[src/rtl/fetch_unit.sv]
// Instruction fetch front end: single-outstanding request engine feeding a
// two-entry {pc, instr} buffer towards decode, with branch redirect and flush.
module fetch_unit #(
    parameter logic [31:0] RESET_PC = 32'h0000_0000
) (
    input  logic        clk,
    input  logic        rst,
    output logic        imem_req_valid,
    output logic [31:0] imem_req_addr,
    input  logic        imem_req_ready,
    input  logic        imem_rsp_valid,
    input  logic [31:0] imem_rsp_data,
    input  logic        PCSrc,
    input  logic [31:0] PCTarget,
    output logic        instr_valid,
    output logic [31:0] instr,
    output logic [31:0] instr_pc,
    input  logic        instr_ready
);

    typedef enum logic [1:0] {
        ST_FETCH = 2'd0,
        ST_WAIT  = 2'd1,
        ST_DROP  = 2'd2
    } state_t;

    state_t      state_reg;
    logic [31:0] pc_reg;
    logic [31:0] req_pc_reg;
    logic [1:0]  count_reg;
    logic        rd_ptr_reg;
    logic        wr_ptr_reg;
    logic [31:0] fifo_pc_reg    [2];
    logic [31:0] fifo_instr_reg [2];

    logic req_fire;
    logic push;
    logic pop;

    // The request is withheld during a redirect so the stale PC never issues.
    assign imem_req_valid = !rst && (state_reg == ST_FETCH) && (count_reg != 2'd2) && !PCSrc;
    assign imem_req_addr  = pc_reg;
    assign req_fire       = imem_req_valid && imem_req_ready;

    assign instr_valid = !rst && (count_reg != 2'd0);
    assign instr       = fifo_instr_reg[rd_ptr_reg];
    assign instr_pc    = fifo_pc_reg[rd_ptr_reg];

    assign push = (state_reg == ST_WAIT) && imem_rsp_valid && !PCSrc;
    assign pop  = instr_valid && instr_ready;

    // Buffer storage carries no reset; validity is tracked by count_reg alone.
    always_ff @(posedge clk) begin
        if (!rst && push) begin
            fifo_pc_reg[wr_ptr_reg]    <= req_pc_reg;
            fifo_instr_reg[wr_ptr_reg] <= imem_rsp_data;
        end
    end

    always_ff @(posedge clk) begin
        if (rst) begin
            state_reg  <= ST_FETCH;
            pc_reg     <= {RESET_PC[31:2], 2'b00};
            req_pc_reg <= 32'h0000_0000;
            count_reg  <= 2'd0;
            rd_ptr_reg <= 1'b0;
            wr_ptr_reg <= 1'b0;
        end else if (PCSrc) begin
            pc_reg     <= {PCTarget[31:2], 2'b00};
            count_reg  <= 2'd0;
            wr_ptr_reg <= rd_ptr_reg;
            // A request still in flight must have its response swallowed.
            if (((state_reg == ST_WAIT) && !imem_rsp_valid) ||
                ((state_reg == ST_FETCH) && req_fire))
                state_reg <= ST_DROP;
            else
                state_reg <= ST_FETCH;
        end else begin
            case (state_reg)
                ST_FETCH: begin
                    if (req_fire) begin
                        req_pc_reg <= pc_reg;
                        pc_reg     <= pc_reg + 32'd4;
                        state_reg  <= ST_WAIT;
                    end
                end
                ST_WAIT: begin
                    if (imem_rsp_valid)
                        state_reg <= ST_FETCH;
                end
                ST_DROP: begin
                    if (imem_rsp_valid)
                        state_reg <= ST_FETCH;
                end
                default: state_reg <= ST_FETCH;
            endcase

            if (push)
                wr_ptr_reg <= ~wr_ptr_reg;
            if (pop)
                rd_ptr_reg <= ~rd_ptr_reg;

            case ({push, pop})
                2'b10:   count_reg <= count_reg + 2'd1;
                2'b01:   count_reg <= count_reg - 2'd1;
                default: count_reg <= count_reg;
            endcase
        end
    end

endmodule

[config.mk]
export PLATFORM = sky130hd
export DESIGN_NAME = fetch_unit
export DESIGN_NICKNAME = d
export VERILOG_FILES = /design/src/rtl/fetch_unit.sv
export SDC_FILE = /design/constraint.sdc
export NUM_CORES = 1
export LEC_CHECK = 0
export ABC_AREA = 1
export BUFFER_PORTS_ARGS = -buffer_cell sky130_fd_sc_hd__buf_2
export CORE_MARGIN = 2
export CORE_UTILIZATION = 54
export DETAILED_ROUTE_END_ITERATION = 6
export GPL_TIMING_DRIVEN = 1
export PLACE_DENSITY = 0.81
export SLEW_MARGIN = 20
export SYNTH_ARGS = -nofsm -noshare
export SYNTH_HDL_FRONTEND = slang
export SYNTH_SLANG_ARGS = --single-unit
[constraint.sdc]
create_clock -name clk -period 4.3 [get_ports clk]
set_clock_uncertainty 0.05 [all_clocks]
set_input_delay 0.43 -clock clk [delete_from_list [all_inputs] [get_ports clk]]
set_output_delay 0.43 -clock clk [all_outputs]
set_load 0.01 [all_outputs]
==> impl_metrics.toml, run 1 <==
[worst_hold_path]
worstHoldPathCells = 1
min_path_type = "input pin to register"
hp-start = "imem_rsp_data[13]"

[yosys]
post_synth_most_frequent_cells = "nand2_1, edfxtp_1, dfxtp_1, nor2_1, mux2_2"
synth_area_leaders = "edfxtp_1, dfxtp_1, mux2_2, nand2_1, o21ai_0"
synth_edf_count = 124
async_flop_share_pct = 0
ys_types = 37
synth_warnings = 0
synth_ff_type = "edfxtp_1"
yosysMostFrequentCell = "nand2_1"
syn_inst = 729
yosys.area.top_type = "edfxtp_1"
ys_seq_elements = 191
synth_top_area_share_pct = 46.4
ys_seq_area_share_pct = 63.1
synth.avg_cell_area_sq_um = 11.0
synth_area_sq_um = 8030

[sta]
fmax_mhz = 369
max-slew-margin-rel_pct = 33.9
worst_pin_slew_ns = 0.990
period_share_pct = 63.0
rsz0062_at_grt = "false"
drv_slew = 0
fin_crit_ns = 2.71
hold_viol_final = 0
fin_tns_setup_ns = 0
setup-violations-final = 0

[route]
vias = 5804
routedWlPerCell_microns = 16.4
firstDrtPassIters = 5
drc = 0
first_iter_violations = 479
drt_wl_total_microns = 17700
drtAntennaViolNets = 0
post_drt_via_cell_ratio = 5.38

[critical_path]
crit_arrival_ns = 2.23
r2r_cells = 8
r2r-start = "state_reg[1]"
crit_required_ns = 3.82
cp-start-kind = "register"
path_cells = "buf_4, mux2_2, buf_2"
timing_worst_setup_path_type = "register to output pin"
slowest_stage = "buf_4"
critical_path.max_fanout = 46
cp-end-kind = "output pin"
slowest_delay_ns = 0.62

[floorplanning]
die-area_sq_um = 15900
start_util_pct = 55.2
die_y_microns = 126
ios = 168
core_sq_um = 14500
num_rows = 44
die_w_microns = 126

[job]
maxCapViolCount = 0

[power_and_ir_drop]
peakVddDrop_mv = 0.251
power.leakage_nw = 3.74
p_per_area_nw_per_um2 = 393

[placed_design]
postPlaceCellArea_sq_um = 8940
gp_congestion = 0.895
io_buffers = 161
place_hpwl_microns = 11800

[clock_tree]
root_buffer = "clkbuf_16"
cts_resized = 0
clock_sinks = 191
holdBufCountCts = 0
clk_pin_slew_ns = 0.07
cts_tree = "built"
htree_levels = 4
cts_setup_buffers = 0
numCtsBuffers = 17
clockBufferDepth = 2
insertion_delay_ns = 0.42

[final_layout]
regArea_sq_um = 5070
largest_reg_flops = 64
syn2layout_area_growth_pct = 18.5
diodes = 0
drive_above_1_share_pct = 30.5
stdcell_area_sq_um = 9520
nets = 956
nFillCells = 1141
multi_input_area_sq_um = 2580

[global_routing]
grt_util_all_layers_pct = 22.6
grt_max_degree = 82
gr-usage-met1_pct = 28.3
antenna_found_initial = 0
grt_overflow = 0
grt_pass1_wl_microns = 28200
met3_usage_pct = 5.90
grt_pass1_vias = 5702
grtUsageMet2_pct = 37.8
grt.busiest_layer = "met2"

[run_status]
outcome = "completed"
==> layer usage <==
layer | share of wire (%) | up-vias
met4 | 2.4 | 0
met5 | 0 | -
met2 | 49 | 241
li1 | - | 2805
met3 | 7.4 | 31
met1 | 41 | 2727
==> metrics by stage <==
stage | std cells | setup WS, ns | total power (W) | util, % | hold WS [ns]
floorplan | 732 | 0.375 | 0.00217 | - | 0.370
global placement | 1047 | 1.84 | 0.00225 | 61.5 | 0.377
detailed placement | 1047 | 1.80 | 0.00226 | 61.5 | 0.388
CTS | 1079 | 1.52 | 0.00376 | 65.5 | 0.128
global route | 1079 | 1.48 | 0.00387 | 65.5 | 0.125
finish | 1079 | 1.59 | 0.00374 | 65.5 | 0.145
==> report_power, final <==
| group | internal, W | switching (W) |
|---|---|---|
| combinational | 0.0000744 | 0.000126 |
| sequential | 0.00198 | 0.0000383 |
| clock | 0.000857 | 0.000659 |
==> final cells by class <==
cell class / instances / share of cell area, %
sequential: 191 / 53.2
multi-input combinational: 450 / 27.1
timing repair buffer: 164 / 8.97
clock buffer: 19 / 4.55
tap: 184 / 2.42
inverter: 58 / 2.29
clock inverter: 13 / 1.47
==> kinds of logic (layout without fill, tap and decap cells) <==
kind of cell | after synthesis | after routing | synth area share [%]
mux | 62 | 62 | 8.70
fa+ha+maj | 4 | 4 | 0.623
buf+inv | 91 | 254 | 5.14
simple gates | 265 | 265 | 14.7
flops | 191 | 191 | 63.1
xor+xnor | 6 | 6 | 0.655
compound gates | 109 | 109 | 7.06
other cells | 1 | 4 | 0.0467
==> final timing paths <==
path,endpoint,slack (ns)
worst max-delay path,instr_pc[19],1.59
worst min-delay path,fifo_instr_reg[0][13],0.15
worst max register to register,imem_req_addr[23],2.10
worst min register to register,fifo_pc_reg[0][4],0.40
==> worst max-delay path: cells and delay by family (launching register included) <==
| kind | cells | cell delay (ns) |
|---|---|---|
| buffers and inverters | 2 | 0.77 |
| flip-flops | 1 | 0.59 |
| multiplexers | 1 | 0.41 |
==> placed cells by master (no fill, tap or decap), types with 3 or more instances in the layout <==
cell type,instances
dfxtp_1,66
conb_1,4
nand3_1,37
edfxtp_1,124
clkinv_4,5
a21oi_1,43
ha_1,4
mux2_2,62
buf_2,161
nand2_1,137
clkbuf_16,17
nand2_2,3
nand4_1,3
inv_1,57
nand3b_1,3
xor2_1,5
nor2_2,4
nor2_1,63
o21ai_0,51
a31oi_1,13
nor2_4,4
Power figures use the tool's default switching activity.
==> inputs of run 2 (changes only) <==
- ABC_AREA: 1 -> 0
- clock period: 4.3 -> 2.6 ns (I/O delays scaled with it)
==> run 2 against run 1 <==
Net effect:
- non-clock buffer count rose by 42
- utilization increased by 3.9 points
- cell area is 1.1% higher
- count of clock-buffer cells in the layout up 7
- first-iteration DRC count is 20% lower
- sequential power rose by 64%
- area after synthesis is 4.2% lower
- die area down 4.0%
- combinational power grew 63%
- hold slack got worse by 0.12 ns
- critical path depth rose by 3
- synthesized cell count is 17% lower
- critical endpoint is now imem_req_addr[14]
- largest cell class unchanged
- highest routed layer unchanged
==> impl_metrics.toml, run 2 <==
[final_layout]
stdcell_area_sq_um = 9630
final_cell_mix = "buf_2, edfxtp_1, nand2_1"
nets = 868
nFillCells = 1012
syn2layout_area_growth_pct = 25.1
multi_input_area_sq_um = 2450
largest_reg_flops = 64
regArea_sq_um = 5070
drive_above_1_share_pct = 34.8
fin_cells = 988
final_common_cell = "buf_2"

[yosys]
ys_seq_elements = 191
synth_area_leaders = "edfxtp_1, dfxtp_1, mux2_2, nand2_1, a21oi_1"
syn_inst = 605
ys_types = 49
yosys.area.top_type = "edfxtp_1"
synth_area_sq_um = 7690
synth_warnings = 0
post_synth_most_frequent_cells = "edfxtp_1, nand2_1, dfxtp_1, mux2_2, a21oi_1"
async_flop_share_pct = 0
synth_edf_count = 124
ys_seq_area_share_pct = 65.8
yosysMostFrequentCell = "edfxtp_1"
synth.avg_cell_area_sq_um = 12.7
synth_top_area_share_pct = 48.4
synth_ff_type = "edfxtp_1"

[power_and_ir_drop]
peakVddDrop_mv = 0.399
p_per_area_nw_per_um2 = 637
power.leakage_nw = 3.66

[floorplanning]
die_y_microns = 123
ios = 168
num_rows = 43
die_w_microns = 123
die-area_sq_um = 15200
core_sq_um = 13900
start_util_pct = 55.4

[global_routing]
grt_util_all_layers_pct = 22.1
grt_pass1_wl_microns = 25500
grt_max_degree = 59
antenna_found_initial = 1
grt_overflow = 0
grt_pass1_vias = 5205

[sta]
rsz0062_at_grt = "false"
fmax_mhz = 463
setup-violations-final = 0
worst_pin_slew_ns = 0.569
period_share_pct = 83.1
hold_viol_final = 0
drv_slew = 0
max-slew-margin-rel_pct = 62.1
fin_crit_ns = 2.16

[critical_path]
crit_required_ns = 2.90
slowest_delay_ns = 0.44
crit_family = "simple AND/OR/NAND/NOR gates"
slowest_stage = "dfxtp_1"
crit_arrival_ns = 2.46
cp-start-kind = "register"
critPathBufInv = 0
cp-end-kind = "register"
critical_path.max_fanout = 7
path_cells = "ha_1, and3_1, and4_1, nand3_1, or3_1, a31oi_1"
timing_worst_setup_path_type = "register to register"

[route]
drc = 0
first_iter_violations = 382
drt_wl_total_microns = 16600
routedWlPerCell_microns = 16.8
firstDrtPassIters = 5
vias = 5385
post_drt_via_cell_ratio = 5.45
drtAntennaViolNets = 0

[clock_tree]
cts_setup_buffers = 0
holdBufCountCts = 32
clk_pin_slew_ns = 0.06
clockBufferDepth = 2
numCtsBuffers = 17
root_buffer = "clkbuf_16"
cts_resized = 0
insertion_delay_ns = 0.43
cts_tree = "built"
clock_sinks = 191
htree_levels = 4

[placed_design]
io_buffers = 161
place_hpwl_microns = 10900
gp_congestion = 0.808
dp_cells = 923
postPlaceCellArea_sq_um = 8730

[worst_hold_path]
min_path_type = "input pin to register"

[job]
maxCapViolCount = 0

[run_status]
outcome = "completed"
[run 2: cell count changes after synthesis, moves of 11 or more]
| cell | before | now |
|---|---|---|
| clkbuf_1 | 9 | 24 |
| inv_1 | 57 | 16 |
| nand2_1 | 137 | 80 |
| nand3_1 | 37 | 9 |
| nor2_1 | 65 | 16 |
| nor2b_1 | 0 | 11 |
| o21ai_0 | 51 | 11 |
| xnor2_1 | 1 | 12 |
[run 2: final cells by class]
class                           instances  area share, %
Antenna cell                            1         0.0260
Clock buffer                           26           5.41
Clock inverter                          6          0.585
Inverter                               16          0.624
Multi-Input combinational cell        362           25.4
Sequential cell                       191           52.6
Tap cell                              180           2.34
Timing Repair Buffer                  206           13.0
[run 2: metal layers]
metal  part of all wire [%]  vias up  track usage (%)
met5                      0        -                0
met4                    1.8        0             9.59
met3                    6.5       22             5.21
met2                     49      194             37.1
met1                     43     2604             27.4
li1                       -     2565                -
[run 2: logic make-up after synthesis]
| family | share of synthesized area (%) |
|---|---|
| flops | 65.8 |
| mux | 9.50 |
| simple gates | 11.3 |
| compound gates | 7.42 |
| other cells | 0.0487 |
| fa+ha+maj | 0.651 |
| xor+xnor | 2.16 |
| buf+inv | 3.06 |
[run 2: worst reg2reg max path, stage by stage, from the launching register on]
cell,delay (ns)
dfxtp_1,0.44
ha_1,0.25
and3_1,0.27
and4_1,0.36
nand3_1,0.20
or3_1,0.36
a31oi_1,0.15
[run 2: path summary, 6_finish.rpt]
path / startpoint / to / slack, ns / cells after the start
max: imem_req_addr[2] / imem_req_addr[14] / 0.44 / 6
min reg2reg: req_pc_reg[7] / fifo_pc_reg[0][7] / 0.40 / 0
max reg2reg: imem_req_addr[2] / imem_req_addr[14] / 0.44 / 6
min: PCTarget[3] / imem_req_addr[3] / 0.03 / 3
[run 2: power breakdown]
| part | internal (W) | leakage (nW) | total, W | switching (W) |
|---|---|---|---|---|
| registers | 0.00326 | 1.72 | 0.00331 | 0.0000565 |
| clock network | 0.00147 | 0.283 | 0.00249 | 0.00102 |
| logic | 0.000157 | 1.66 | 0.000327 | 0.000170 |
| total | 0.00489 | 3.66 | 0.00613 | 0.00125 |
[run 2: per-stage QoR]
step	setup slack, ns	util, %	hold slack (ns)	power (W)	TNS, ns
after global placement	0.604	62.9	0.383	0.00365	0
after floorplan	-0.512	-	0.309	0.00353	-31.75
after CTS	0.449	69.3	0.0193	0.00616	0
after global routing	0.262	69.4	0.0391	0.00634	0
after detailed placement	0.488	62.9	0.388	0.00366	0
final	0.440	69.4	0.0255	0.00613	0
==> inputs of run 3 (changes only) <==
- CORE_UTILIZATION: 54 -> 49
- PLACE_DENSITY: 0.81 -> 0.78
- clock period: 2.6 -> 1.95 ns (I/O delays scaled with it)
==> run 3 against run 2 <==
Net effect:
- count of clock-buffer cells in the layout is 8 lower
- utilization is 3.8 points lower
- non-clock buffer count is 30 higher
- sequential share of layout area is 1.9 points lower
- critical path type unchanged
- largest power group unchanged
- highest routed layer unchanged
==> impl_metrics.toml, run 3 (synthesis results as in run 2) <==
[run_status]
outcome = "completed"

[clock_tree]
clk_pin_slew_ns = 0.07
clockBufferDepth = 2
htree_levels = 4
cts_tree = "built"
clock_sinks = 191
insertion_delay_ns = 0.43
root_buffer = "clkbuf_16"
numCtsBuffers = 17

[power_and_ir_drop]
peakVddDrop_mv = 0.597
internal_power_w = 0.00635
power.leakage_nw = 3.81
p_sw_share_pct = 22.8
p_switching_w = 0.00188
p_total_w = 0.00823
p_per_area_nw_per_um2 = 823
comb_power_share_pct = 6.3
p_seq_share_pct = 53.4
clkPwrFrac_pct = 40.4

[placed_design]
place_ws_ns = -0.128
io_buffers = 161
gp_congestion = 0.811
place_hpwl_microns = 11200
postPlaceCellArea_sq_um = 8960
dp_cells = 974

[route]
firstDrtPassIters = 5
vias = 5533
routedWlPerCell_microns = 16.4
first_iter_violations = 413
drtAntennaViolNets = 0
post_drt_via_cell_ratio = 5.28
drt_wl_total_microns = 17200
drc = 0

[sta]
drv_slew = 0
hold_ws_ns = 0.0230
fmax_mhz = 522
fin_crit_ns = 1.91
setup_slack_ns = 0.0352
setup-violations-final = 0
period_share_pct = 98.2
hold_viol_final = 0

[final_layout]
diodes = 0
regArea_sq_um = 5070
multi_input_area_sq_um = 2480
final_cell_mix = "buf_2, edfxtp_1, nand2_1"
nets = 898
nFillCells = 1130
fin_cells = 1048
drive_above_1_share_pct = 38.0
final_common_cell = "buf_2"
stdcell_area_sq_um = 10000
syn2layout_area_growth_pct = 30.0
largest_reg_flops = 64

[job]
maxCapViolCount = 0

[critical_path]
cp-end-kind = "register"
crit_arrival_ns = 2.19
cp-start-kind = "register"
critical_path.max_fanout = 10
timing_worst_setup_path_type = "register to register"
crit_required_ns = 2.23

[global_routing]
antenna_found_initial = 0
grt_util_all_layers_pct = 20.2
grt_pass1_vias = 5243
grt_max_degree = 63
grt_overflow = 0
grt_pass1_wl_microns = 25800

[floorplanning]
die_y_microns = 129
ios = 168
num_rows = 45
core_sq_um = 15300
die_w_microns = 129
die-area_sq_um = 16700
start_util_pct = 50.4

[worst_hold_path]
min_path_type = "input pin to register"
-- run 3: cell count changes in the layout (fill, tap and decap cells not counted), sizes merged --
| cell | change |
|---|---|
| buf | +21 |
| bufinv | -1 |
| inv | +8 |
| clkinv | +1 |
| dlygate4sd3 | +9 |
| diode | -1 |
| clkbuf | -8 |
-- run 3: worst max-delay path, cell delays in order, from the launching register on --
cell	delay, ns
dfxtp_1	0.31
inv_2	0.11
ha_4	0.16
and2_4	0.16
nand3_2	0.10
buf_4	0.19
nor4_1	0.39
xor2_1	0.14
o21a_1	0.19
-- run 3: metrics by stage --
step,utilization [%],setup TNS (ns)
finish,65.5,0
global route,65.5,-0.0249
CTS,65.3,0
detailed placement,58.7,-0.480
global placement,58.7,0
floorplan,-,-72.05
-- run 3: power by group through the flow --
stage / logic [W] / registers [W] / clock network, W
floorplan: 0.000201 / 0.00450 / 0
global placement: 0.000423 / 0.00447 / 0
detailed placement: 0.000440 / 0.00448 / 0
CTS: 0.000508 / 0.00439 / 0.00338
global route: 0.000559 / 0.00439 / 0.00354
finish: 0.000515 / 0.00439 / 0.00332
-- run 3: cell type report --
| class | count | area share, % |
|---|---|---|
| Clock buffer | 18 | 4.51 |
| Tap cell | 211 | 2.64 |
| Clock inverter | 14 | 1.23 |
| Multi-Input combinational cell | 362 | 24.8 |
| Timing Repair Buffer | 236 | 15.5 |
| Inverter | 16 | 0.601 |
| Sequential cell | 191 | 50.7 |
-- run 3: worst paths after layout --
| kind | start | end | slack (ns) | cells past startpoint |
|---|---|---|---|---|
| hold / removal | PCTarget[9] | imem_req_addr[9] | 0.02 | 3 |
| setup reg to reg | state_reg[1] | imem_req_addr[31] | 0.04 | 8 |
| setup / recovery | state_reg[1] | imem_req_addr[31] | 0.04 | 8 |
| hold reg to reg | req_pc_reg[10] | fifo_pc_reg[1][10] | 0.40 | 0 |
-- run 3: metal layers --
metal / vias to the layer above / track usage [%] / wire, microns
met2: 209 / 34.6 / 8490
li1: 2642 / - / -
met1: 2645 / 24.5 / 7050
met4: 0 / 9.59 / 461
met5: - / 0 / 0
met3: 37 / 4.25 / 1160
-- run 3: what timing repair did --
action,in CTS,in global routing
endpoints found under the setup margin,40,19
gates resized for setup,3,9
pin swaps,0,2
hold buffers,40,1
endpoints found under the hold margin,72,1
buffers inserted,1,0
